--- src/rtl/reg_mem.sv ---
// Flip-flop register file, 2^ADDR_BITS x DATA_WIDTH, async-reset to zero; write takes 1 edge, no backpressure.
// Read is combinational by default; define REG_MEM_REG_OUT_EN for a registered read-before-write output (1 edge).
module reg_mem #(
  parameter int DATA_WIDTH = 8,
  parameter int ADDR_BITS  = 5
) (
  input  logic [ADDR_BITS-1:0]  addr,
  input  logic [DATA_WIDTH-1:0] data_in,
  input  logic                  wen,
  input  logic                  clk,
  output logic [DATA_WIDTH-1:0] data_out,
  input  logic                  rst
);

  localparam int DEPTH = 1 << ADDR_BITS;

  logic [DATA_WIDTH-1:0] mem [DEPTH];

  always_ff @(posedge clk or posedge rst) begin
    if (rst) begin
      for (int i = 0; i < DEPTH; i++) begin
        mem[i] <= '0;
      end
    end else if (wen) begin
      mem[addr] <= data_in;
    end
  end

`ifdef REG_MEM_REG_OUT_EN
  // Samples the pre-edge word, so a same-address write appears one edge later.
  always_ff @(posedge clk or posedge rst) begin
    if (rst) begin
      data_out <= '0;
    end else begin
      data_out <= mem[addr];
    end
  end
`else
  assign data_out = mem[addr];
`endif

endmodule

--- config.mk ---
export PLATFORM = sky130hd
export DESIGN_NAME = reg_mem
export DESIGN_NICKNAME = d
export VERILOG_FILES = /design/src/rtl/reg_mem.sv
export SDC_FILE = /design/constraint.sdc
export NUM_CORES = 1
export LEC_CHECK = 0
export BUFFER_PORTS_ARGS = -buffer_cell sky130_fd_sc_hd__buf_4
export CAP_MARGIN = 0
export CORE_ASPECT_RATIO = 0.9
export CORE_MARGIN = 2
export CORE_UTILIZATION = 35
export DETAILED_ROUTE_END_ITERATION = 16
export GPL_TIMING_DRIVEN = 0
export SYNTH_ARGS = -nofsm -noshare
export SYNTH_HDL_FRONTEND = slang
export SYNTH_SLANG_ARGS = --single-unit
--- constraint.sdc ---
create_clock -name clk -period 28.4 [get_ports clk]
set_input_delay 7.1 -clock clk [delete_from_list [all_inputs] [get_ports clk]]
set_output_delay 7.1 -clock clk [all_outputs]
set_load 0.05 [all_outputs]
After elaboration in Yosys (flattened, before gate mapping)

Cells that the tools add are included.

Muxes and demuxes: 6
Order comparisons: 2
Reductions and logical operators: 1
Bitwise logic cells: 1

Operator list:

| operator                                                                      | number |
|---|---|
| 256-bit bitwise mux                                                           | 1 |
| 8-bit binary-select mux with 5-bit select                                     | 1 |
| 8-bit demux with 5-bit select                                                 | 1 |
| 8-bit 2-to-1 mux                                                              | 3 |
| 6-bit >= comparator (second input constant)                                   | 1 |
| 6-bit by 1-bit less-than comparator with 1-bit output (second input constant) | 1 |
| 5-bit inverter with 6-bit output                                              | 1 |
| 1-bit logical AND                                                             | 1 |

Output and inout port bits: 8
Register bits: 256
Logic and storage cells: 42
Input bits: 16

Longest topological paths before layout

Depth in word-level cells: 6
Depth in mapped cells: 7
Depth with buffers taken out: 4

Least setup slack after synthesis

No wires, ideal clock.

Kind: in2out
Start: input addr[0]
End: output data_out[4]
Path slack: 12.647 ns
Data required time: 21.300 ns
Cell stages on the path: 7
Buffers on the path: 3
Arrival time: 8.653 ns
Cell sequence: buf_2 -> buf_4 -> clkbuf_1 -> mux2i_1 -> o22ai_1 -> nor4_1 -> nand2_1

Longest elaborated chain between the ends: 4

Ends and longest elaborated chain:

| what                                                   | line | text |
|---|---|---|
| start: declaration                                     | 7    | `input logic [ADDR_BITS-1:0] addr,` |
| 5-bit inverter with 6-bit output (not written as such) | 39   | `assign data_out = mem[addr];` |
| 8-bit binary-select mux with 5-bit select              | 39   |  |
| 8-bit 2-to-1 mux (not written as such) (2 in a row)    | 39   |  |
| end: declaration                                       | 11   | `output logic [DATA_WIDTH-1:0] data_out,` |

Every way passes these cells. The select of a mux whose other input is x is not followed.

Final worst setup path

Start: input addr[0]
End: output data_out[2]

Same word-level chain as after synthesis.

==> summary.txt <==
Status = complete, no violations
Cts bufs inserted = 27
First-pass DRT Iterations = 6
HP Class = reg2reg
Most frequent cells in the layout = dfrtp_1, mux2_2, mux2i_1
Post-synth top area cell = dfrtp_1
Sequential fraction of the synthesis area = 53.91%
Iter 0 DRT Violations = 517
Clk buf depth = 3
Clock slew at reported path FFs = 0.07 ns
Worst EP required = 21.30 ns
Max Cap Viol = 0
Residual DRC = 0
Pwr dens = 74.52 nW/um^2
Worst Setup Start Kind = input port
Vias per inst = 5.344
Final hold vios = 0
Clock H-tree levels = 1
Avg Cell Area, Syn = 13.87 um^2
Post-CTS Setup Inserts = 0
Largest net degree at the start of global routing = 113
Hold Crit Endpoint = mem[159]
Final Setup Violations = 0
Synthesis-stage register bit count = 256
Tcrit/Tclk final = 60.81%
Hold buffers post-CTS = 0
YS warnings = 0
Hold slack final = 0.4860 ns
Area Overhead vs Synth = 14.73%
Dominant cells by area after synthesis = dfrtp_1, mux2_2, mux2i_1
Total core area = 33710 um^2
CTS sink count = 256
Routed wire length = 31710 um
Fin crit period = 17.27 ns
Mapped cell area = 11880 um^2
Max rail drop VDD = 0.04806 mV
Initial core utilization = 35.25%
Port Buffers = 22
Biggest registers after layout = mem: 256 flops
Register with the most flip-flops = mem
Max reg flops = 256
Leak = 0.006203 uW
Row count = 64
Share of post-route cells with drive strength above 1 = 40.19%
Hold path cells = 1
Yosys cell types = 34
Grt total ovfl = 0
CP max stage cell = nor4_1
Most frequent CP cell = buf_4
Die ar. = 35440 um^2
CTS root buf = clkbuf_16
ANT nets after route = 0
R2R setup slack = 27.62 ns
Reg2reg path depth = 1
Synth top area share = 53.91%
CP cell instances = buf_2, buf_4, clkbuf_1, mux2i_1, o22ai_1, nor4_1, nand2_1, buf_4
Commonest non-fill, non-tap cell in the layout = dfrtp_1
Syn nets = 873
Final Skew = 0 ns
Fin nets = 926
First-pass GRT wire length = 48160 um
Initial antenna violation count = 1
Crit path max fanout = 10
PostCTS Resize Cnt = 0
Vias = 7433
GP Congestion = 0.8701
Total negative setup slack = 0 ns
Worst Max-Slew Pin Slew = 1.261 ns
RSZ-0062 raised after global routing = no
Normalized max-slew margin = 15.17%
Max incr delay on CP = 0.97 ns
WL/cell = 22.79 um
CP endpoint kind = primary output
Highest clock rate = 0.05790 GHz
Total track usage = 18.54%
Clock latency on the worst-skew pair = 0.54 ns
Setup Crit Path Kind = in2out
Die height = 178.8 um
Crit path DAT = 10.17 ns
FF-to-FF Start = mem[215]
Min-delay src = mem[159]
Worst reg2reg path endpoint = mem[215]
Mapped Cells = 857
Die X = 198.2 um
IO Pins = 24
CTS tree = built
DP HPWL = 22290 um
Slew Limit Fails = 0
Vias in the first global route = 7495
-- synth_stat cells --
cell,n
dfrtp_1,256
mux2_2,246
mux2i_1,128
o22ai_1,64
clkbuf_1,28
buf_2,24
nand2_1,21
nor4_1,16
nor2_2,12
mux2_1,10
buf_1,6
nand3_2,4
nand4b_1,4
nand4bb_1,4
or4b_2,4
buf_4,3
nand3b_1,3
nor3_2,3
nand3_1,2
nor2_1,2
nor3_4,2
nor3b_2,2
or4bb_1,2
and3_1,1
and3b_1,1
buf_6,1
clkbuf_2,1
inv_1,1
nand2_2,1
nand4_1,1
nor3b_1,1
or2_0,1
or3b_1,1
or4_1,1
-- critical path: cells and delay by family --
family                 cells  cell delay, ns
AOI/OAI and AO/OA          1            0.12
and+or+nand+nor            2            1.15
muxes                      1            0.33
buffers and inverters      4            1.46
-- final cells by class --
class	instances	area [um^2]
Antenna cell	1	2.502
Buffer	63	286.5
Clock buffer	34	752.0
Clock inverter	13	190.2
Fill cell	3191	20080
Inverter	1	11.26
Multi-Input combinational cell	537	5186
Sequential cell	256	6406
Tap cell	462	578.1
Timing Repair Buffer	24	220.2
-- kinds of logic (layout without fill, tap and decap cells) --
family,Yosys count,in the layout,share of synthesized area [%]
DFF,256,256,53.91
and+or+nand+nor,89,89,5.233
buffers and inverters,64,135,2.443
other,0,1,0
AOI/OAI and AO/OA,64,64,3.369
muxes,384,384,35.04
-- how the worst max path moves through the flow --
stage / startpoint / end / cells after the start
final: addr[0] / data_out[2] / 8
after global routing: addr[0] / data_out[2] / 8
after CTS: addr[0] / data_out[2] / 8
after detailed placement: addr[0] / data_out[2] / 8
after global placement: rst / mem[144] / 2
after floorplan: addr[0] / data_out[4] / 7
-- power breakdown --
group	internal (uW)	total (uW)	switching, uW
registers	436	469	33.7
logic	82.8	167	83.7
clock network	231	380	149
-- per-stage QoR --
| stage | setup WS [ns] | util (%) | cell area (um^2) | std cells | power (uW) |
|---|---|---|---|---|---|
| global route | 10.99 | 40.43 | 13630 | 1390 | 1061 |
| CTS | 11.33 | 40.43 | 13630 | 1390 | 1024 |
| floorplan | 12.65 | - | 11880 | 857 | 590.4 |
| finish | 11.13 | 40.44 | 13630 | 1391 | 1016 |
| detailed placement | 11.33 | 37.64 | 12690 | 1343 | 643.2 |
| global placement | 11.22 | 37.45 | 12630 | 1341 | 636.1 |
-- layer usage --
layer	GRT usage, %	up-vias	wire length [um]
li1	-	3279	-
met5	0	-	0
met3	3.913	52	1882
met2	29.08	188	14550
met4	4.417	0	740
met1	26.28	3914	14530
No activity file was read; power rests on OpenSTA's default activity.
